## config.mk

```make
export PLATFORM = sky130hd
export DESIGN_NAME = toy_mem_arbiter
export DESIGN_NICKNAME = d
export VERILOG_FILES = /design/src/rtl/toy_mem_pkg.sv /design/src/rtl/toy_arb_prio.sv /design/src/rtl/toy_mem_arbiter.sv
export SDC_FILE = /design/constraint.sdc
export NUM_CORES = 1
export LEC_CHECK = 0
export CORE_AREA = 2 2 84 167
export CTS_CLUSTER_DIAMETER = 40
export CTS_CLUSTER_SIZE = 14
export DETAILED_ROUTE_END_ITERATION = 12
export DIE_AREA = 0 0 86 169
export HOLD_SLACK_MARGIN = 0.05
export PLACE_DENSITY = 0.85
export SYNTH_ARGS = -nofsm -noshare
export SYNTH_HDL_FRONTEND = slang
export SYNTH_SLANG_ARGS = --single-unit
```

## constraint.sdc

```tcl
create_clock -name CLK -period 2.8 [get_ports CLK]
set_input_delay 0.28 -clock CLK [delete_from_list [all_inputs] [get_ports CLK]]
set_output_delay 0.28 -clock CLK [all_outputs]
set_load 0.1 [all_outputs]
```

## src/rtl/toy_mem_pkg.sv

```systemverilog
// Shared types for the RISC_TOY memory arbiter: FSM states, access direction
// and grant encoding, plus the fixed-priority grant rule.
package toy_mem_pkg;

    typedef enum logic [1:0] {
        ST_IDLE  = 2'd0,
        ST_ISSUE = 2'd1,
        ST_WAIT  = 2'd2,
        ST_DONE  = 2'd3
    } state_t;

    localparam logic RW_READ  = 1'b0;
    localparam logic RW_WRITE = 1'b1;

    typedef enum logic {
        GNT_I = 1'b0,
        GNT_D = 1'b1
    } grant_t;

    // Data port wins unless fetch has been starved for the maximum streak.
    function automatic grant_t sel_grant(input logic i_req, input logic d_req,
                                         input logic starved);
        grant_t g;
        if (d_req && !(i_req && starved)) begin
            g = GNT_D;
        end else begin
            g = GNT_I;
        end
        return g;
    endfunction

endpackage

```

## src/rtl/toy_arb_prio.sv

```systemverilog
// Grant selection with a starvation guard: counts consecutive data grants
// taken while a fetch was waiting and forces the fetch once the limit is hit.
module toy_arb_prio
    import toy_mem_pkg::*;
#(
    parameter int STARVE_MAX = 4
) (
    input  logic   CLK,
    input  logic   RSTN,
    input  logic   I_REQ,
    input  logic   D_REQ,
    input  logic   GNT_STB,
    output grant_t GRANT
);

    localparam int SW = $clog2(STARVE_MAX + 2);

    logic [SW-1:0] streak_r;
    logic          starved_s;

    // Combinational grant decision from the current streak.
    always_comb begin
        starved_s = (streak_r == SW'(STARVE_MAX));
        GRANT     = sel_grant(I_REQ, D_REQ, starved_s);
    end

    // Streak update on every grant; saturates at the starvation limit.
    always_ff @(posedge CLK or negedge RSTN) begin
        if (!RSTN) begin
            streak_r <= '0;
        end else if (GNT_STB) begin
            if ((GRANT == GNT_D) && I_REQ) begin
                if (!starved_s) begin
                    streak_r <= streak_r + SW'(1);
                end
            end else begin
                streak_r <= '0;
            end
        end
    end

endmodule

```

## src/rtl/toy_mem_arbiter.sv

```systemverilog
// Serialises RISC_TOY fetch and data accesses onto one single-port memory,
// one transaction at a time, with registered ACK pulses and read data.
module toy_mem_arbiter
    import toy_mem_pkg::*;
#(
    parameter int AW         = 30,
    parameter int DW         = 32,
    parameter int MEM_LAT    = 2,
    parameter int STARVE_MAX = 4
) (
    input  logic          CLK,
    input  logic          RSTN,
    input  logic          I_REQ,
    input  logic [AW-1:0] I_ADDR,
    output logic          I_ACK,
    output logic [DW-1:0] I_RDATA,
    input  logic          D_REQ,
    input  logic          D_RW,
    input  logic [AW-1:0] D_ADDR,
    input  logic [DW-1:0] D_WDATA,
    output logic          D_ACK,
    output logic [DW-1:0] D_RDATA,
    output logic          M_REQ,
    output logic          M_RW,
    output logic [AW-1:0] M_ADDR,
    output logic [DW-1:0] M_WDATA,
    input  logic [DW-1:0] M_RDATA
);

    localparam int WW = (MEM_LAT > 1) ? $clog2(MEM_LAT) : 1;

    state_t        state_r;
    grant_t        own_r;
    logic [WW-1:0] wcnt_r;
    grant_t        grant_s;
    logic          gnt_stb_s;

    // Inputs are only sampled in IDLE; that is also when the streak advances.
    always_comb begin
        gnt_stb_s = (state_r == ST_IDLE) && (I_REQ || D_REQ);
    end

    toy_arb_prio #(
        .STARVE_MAX (STARVE_MAX)
    ) u_arb (
        .CLK     (CLK),
        .RSTN    (RSTN),
        .I_REQ   (I_REQ),
        .D_REQ   (D_REQ),
        .GNT_STB (gnt_stb_s),
        .GRANT   (grant_s)
    );

    // Transaction FSM with all memory-side and core-side outputs registered.
    always_ff @(posedge CLK or negedge RSTN) begin
        if (!RSTN) begin
            state_r <= ST_IDLE;
            own_r   <= GNT_I;
            wcnt_r  <= '0;
            M_REQ   <= 1'b0;
            M_RW    <= RW_READ;
            M_ADDR  <= '0;
            M_WDATA <= '0;
            I_ACK   <= 1'b0;
            D_ACK   <= 1'b0;
            I_RDATA <= '0;
            D_RDATA <= '0;
        end else begin
            M_REQ <= 1'b0;
            I_ACK <= 1'b0;
            D_ACK <= 1'b0;
            case (state_r)
                ST_IDLE: begin
                    if (gnt_stb_s) begin
                        own_r   <= grant_s;
                        M_REQ   <= 1'b1;
                        state_r <= ST_ISSUE;
                        if (grant_s == GNT_D) begin
                            M_RW   <= D_RW;
                            M_ADDR <= D_ADDR;
                            // Write data only matters for writes; reads keep the old value.
                            if (D_RW == RW_WRITE) begin
                                M_WDATA <= D_WDATA;
                            end
                        end else begin
                            M_RW   <= RW_READ;
                            M_ADDR <= I_ADDR;
                        end
                    end
                end
                ST_ISSUE: begin
                    if (M_RW == RW_WRITE) begin
                        D_ACK   <= (own_r == GNT_D);
                        I_ACK   <= (own_r == GNT_I);
                        state_r <= ST_DONE;
                    end else begin
                        wcnt_r  <= WW'(MEM_LAT - 1);
                        state_r <= ST_WAIT;
                    end
                end
                ST_WAIT: begin
                    if (wcnt_r == '0) begin
                        if (own_r == GNT_D) begin
                            D_RDATA <= M_RDATA;
                            D_ACK   <= 1'b1;
                        end else begin
                            I_RDATA <= M_RDATA;
                            I_ACK   <= 1'b1;
                        end
                        state_r <= ST_DONE;
                    end else begin
                        wcnt_r <= wcnt_r - WW'(1);
                    end
                end
                ST_DONE: begin
                    state_r <= ST_IDLE;
                end
                default: begin
                    state_r <= ST_IDLE;
                end
            endcase
        end
    end

endmodule

```

==> impl_results.md <==
- Outcome: completed
- Most common cell in the netlist: dfrtp_1
- Clock net sink count: 137
- Asr flop ratio synth: 100%
- Final wirelength: 15400 um
- Syn_nets: 560
- Reg2Reg Setup Slack: about 0.63 ns
- ANT cells: 0
- CP max-delay cell: and2_1
- Num CTS Buffers: 17
- Crit path from: u_arb.streak_r[0]
- Post-CTS sizing: 0
- # hold bufs at CTS: 1
- Maxcap violations: 0
- Overflow after GRT: 0
- Commonest cells in the netlist: dfrtp_1, nand2_1, mux2_4
- Clock Tree Root: clkbuf_16
- Final hold violation count: 0
- Rows: 60
- Number of warnings issued by yosys: 0
- DRT iter0 DRCs: between 150 and 200
- DP Wirelength: around 11000 um
- Worst Path Max Fanout: 30
- Synth Flop Type: dfrtp_1
- Slew Limit Fails: 0
- Area of the core: about 13000 um^2
- Max-slew headroom: roughly a quarter
- # H-tree levels: 4
- DRT Pass-1 Iters: 4
- Synth top area share: 58.6%
- R2R cell count: 5
- FILL cells: slightly below 1k
- CP Data Required Time: 3.03 ns
- RSZ-0062 raised after global routing: no
- Die H: about 170 um
- DRC: 0
- Final min period: around 2.2 ns
- Worst reg2reg path startpoint: u_arb.streak_r[0]
- Critical Path Max Stage Delay: between 0.9 and 1 ns
- Sequential cell area fraction in the yosys report: 58.6%
- Achievable frequency: between 400 and 500 MHz
- CP Capture Type: register
- Antenna violations before repair: 0
- Clk_skew: between 0.008 and 0.009 ns
- Element type at the critical path start: register
- Final worst path period share: between 70% and 80%
- CTS max path bufs: 2
- Die area: between 10000 and 15000 um^2
- Post-CTS Repair Setup Buffers: 0
- Post-Syn Instances: ~430
- #FFs+latches synth: around 140
- Top post-synthesis cells by area: dfrtp_1, mux2_4, mux2_2
- Cell taking the most area after synthesis: dfrtp_1
- First-pass GRT wire length: between 20000 and 25000 um
- I/O Buffers: 258
- Vias in the first global route: roughly 4.5k
- I/O pins: 259
- Vias: approximately 4.5k
- Fin nets: slightly above 800
- Post-synth cell types: 32
- CTS clock-pin slew for the worst setup and hold paths: approximately 0.060 ns
- Ratio of cells with drive above 1 in the final layout: ~40%
- Worst hold path class: input port to asynchronous set/reset pin
- Worst path cell trace: inv_1 -> ha_1 -> nand3_2 -> and2_1 -> o211ai_1
- Worst-Margin Slew: roughly 1.1 ns
- Post-DRT Antenna Nets: 0
- R2r endpoint: M_ADDR[9]
- Setup TNS: 0 ns
- Initial Util: 44.0%
- Post-DR vias/cell: roughly 5.2
- Netlist Area Pre-Place: between 5000 and 6000 um^2
- Clock Latency Late Sink: just over 0.4 ns
- CTS tree: yes
- GPL Wtd Cong: approximately 0.77
- Worst Path Arrival: around 2.4 ns
- Setup Viol. Count Final: 0
- Crit path kind: register to register
- Layout area overhead: 50.6%
- EDFF count, synth: 0
- Largest net degree at the start of global routing: between 100 and 150
- Die width: 86 um
- Gr usage total: between 20% and 30%
- Syn_area_per_cell: about 14 um^2
- WL/cell: approximately 18 um
==> final cells by class <==
type                            count  area (um^2)  share of cell area [%]
Sequential cell                   137         3430                    38.9
Timing Repair Buffer              267         2350                    26.7
Multi-Input combinational cell    253         2200                    24.9
Clock buffer                       17          425                    4.83
Tap cell                          155          194                    2.20
Clock inverter                     15          191                    2.17
Inverter                            6         22.5                   0.256
==> layout by cell type (no fill, tap or decap), drive strengths merged, types with 2 or more instances in the layout <==
cell type and count:
buf 139, dfrtp 137, clkdlybuf4s50 127, mux2 97, nand2 66, nand4 31
o211ai 30, clkbuf 17, inv 11, clkinv 6, nor2 5, ha 5
bufinv 3, and2 3, a32o 2, o21ai 2
==> how the worst max path moves through the flow <==
stage,slack [ns],endpoint
4_1_cts,0.62,M_ADDR[9]
3_3_place_gp,0.47,M_ADDR[3]
3_5_place_dp,0.39,M_ADDR[18]
6_report,0.63,M_ADDR[9]
5_1_grt,0.45,M_ADDR[8]
2_1_floorplan,1.16,I_RDATA[0]
==> metal layers <==
layer  up-vias  track usage (%)  wire length (um)
met1      2183             26.4              6190
met2       225             34.4              7480
li1       2035                -                 -
met4         0             6.35               176
met3        13             7.46              1500
met5         -                0                 0
==> state kept, by name, indices dropped and copies added (netlist names) <==
name and flops:
wcnt_r 1, u_arb.streak_r 3, M_ADDR 30, M_WDATA 32, D_RDATA 32, I_ACK 1
own_r 1, M_REQ 1, D_ACK 1, state_r 2, M_RW 1, I_RDATA 32
==> per-stage QoR <==
stage / cells / setup WS, ns / util (%) / cell area (um^2) / hold WS [ns]
2_1_floorplan: 426 / 1.16 / - / 5850 / -0.0156
3_3_place_gp: 817 / 0.470 / 61.6 / 8180 / 0.201
3_5_place_dp: 817 / 0.389 / 61.6 / 8180 / 0.201
4_1_cts: 850 / 0.616 / 66.3 / 8810 / 0.332
5_1_grt: 850 / 0.447 / 66.3 / 8810 / 0.347
6_report: 850 / 0.633 / 66.3 / 8810 / 0.341
==> cell families (layout without fill, tap and decap cells) <==
family          Yosys count  in the layout  share of synthesized area (%)
flops                   137            137                           58.6
simple gates            109            109                           9.07
mux                      97             97                           21.9
compound gates           42             42                           5.50
buf+inv                  36            305                           3.87
fa+ha+maj                 5              5                           1.07
==> critical path: cells and delay by family, from the launching register on <==
| kind | cells | cell delay, ns |
|---|---|---|
| AO/OA/AOI/OAI | 1 | 0.22 |
| adder cells (fa/ha/maj) | 1 | 0.23 |
| buffers and inverters | 1 | 0.07 |
| flip-flops | 1 | 0.35 |
| AND/OR/NAND/NOR | 2 | 1.11 |
Power is left out: the tool's default activity adds up to more than one toggle a clock period on the data nets, which glitch-free logic cannot reach.
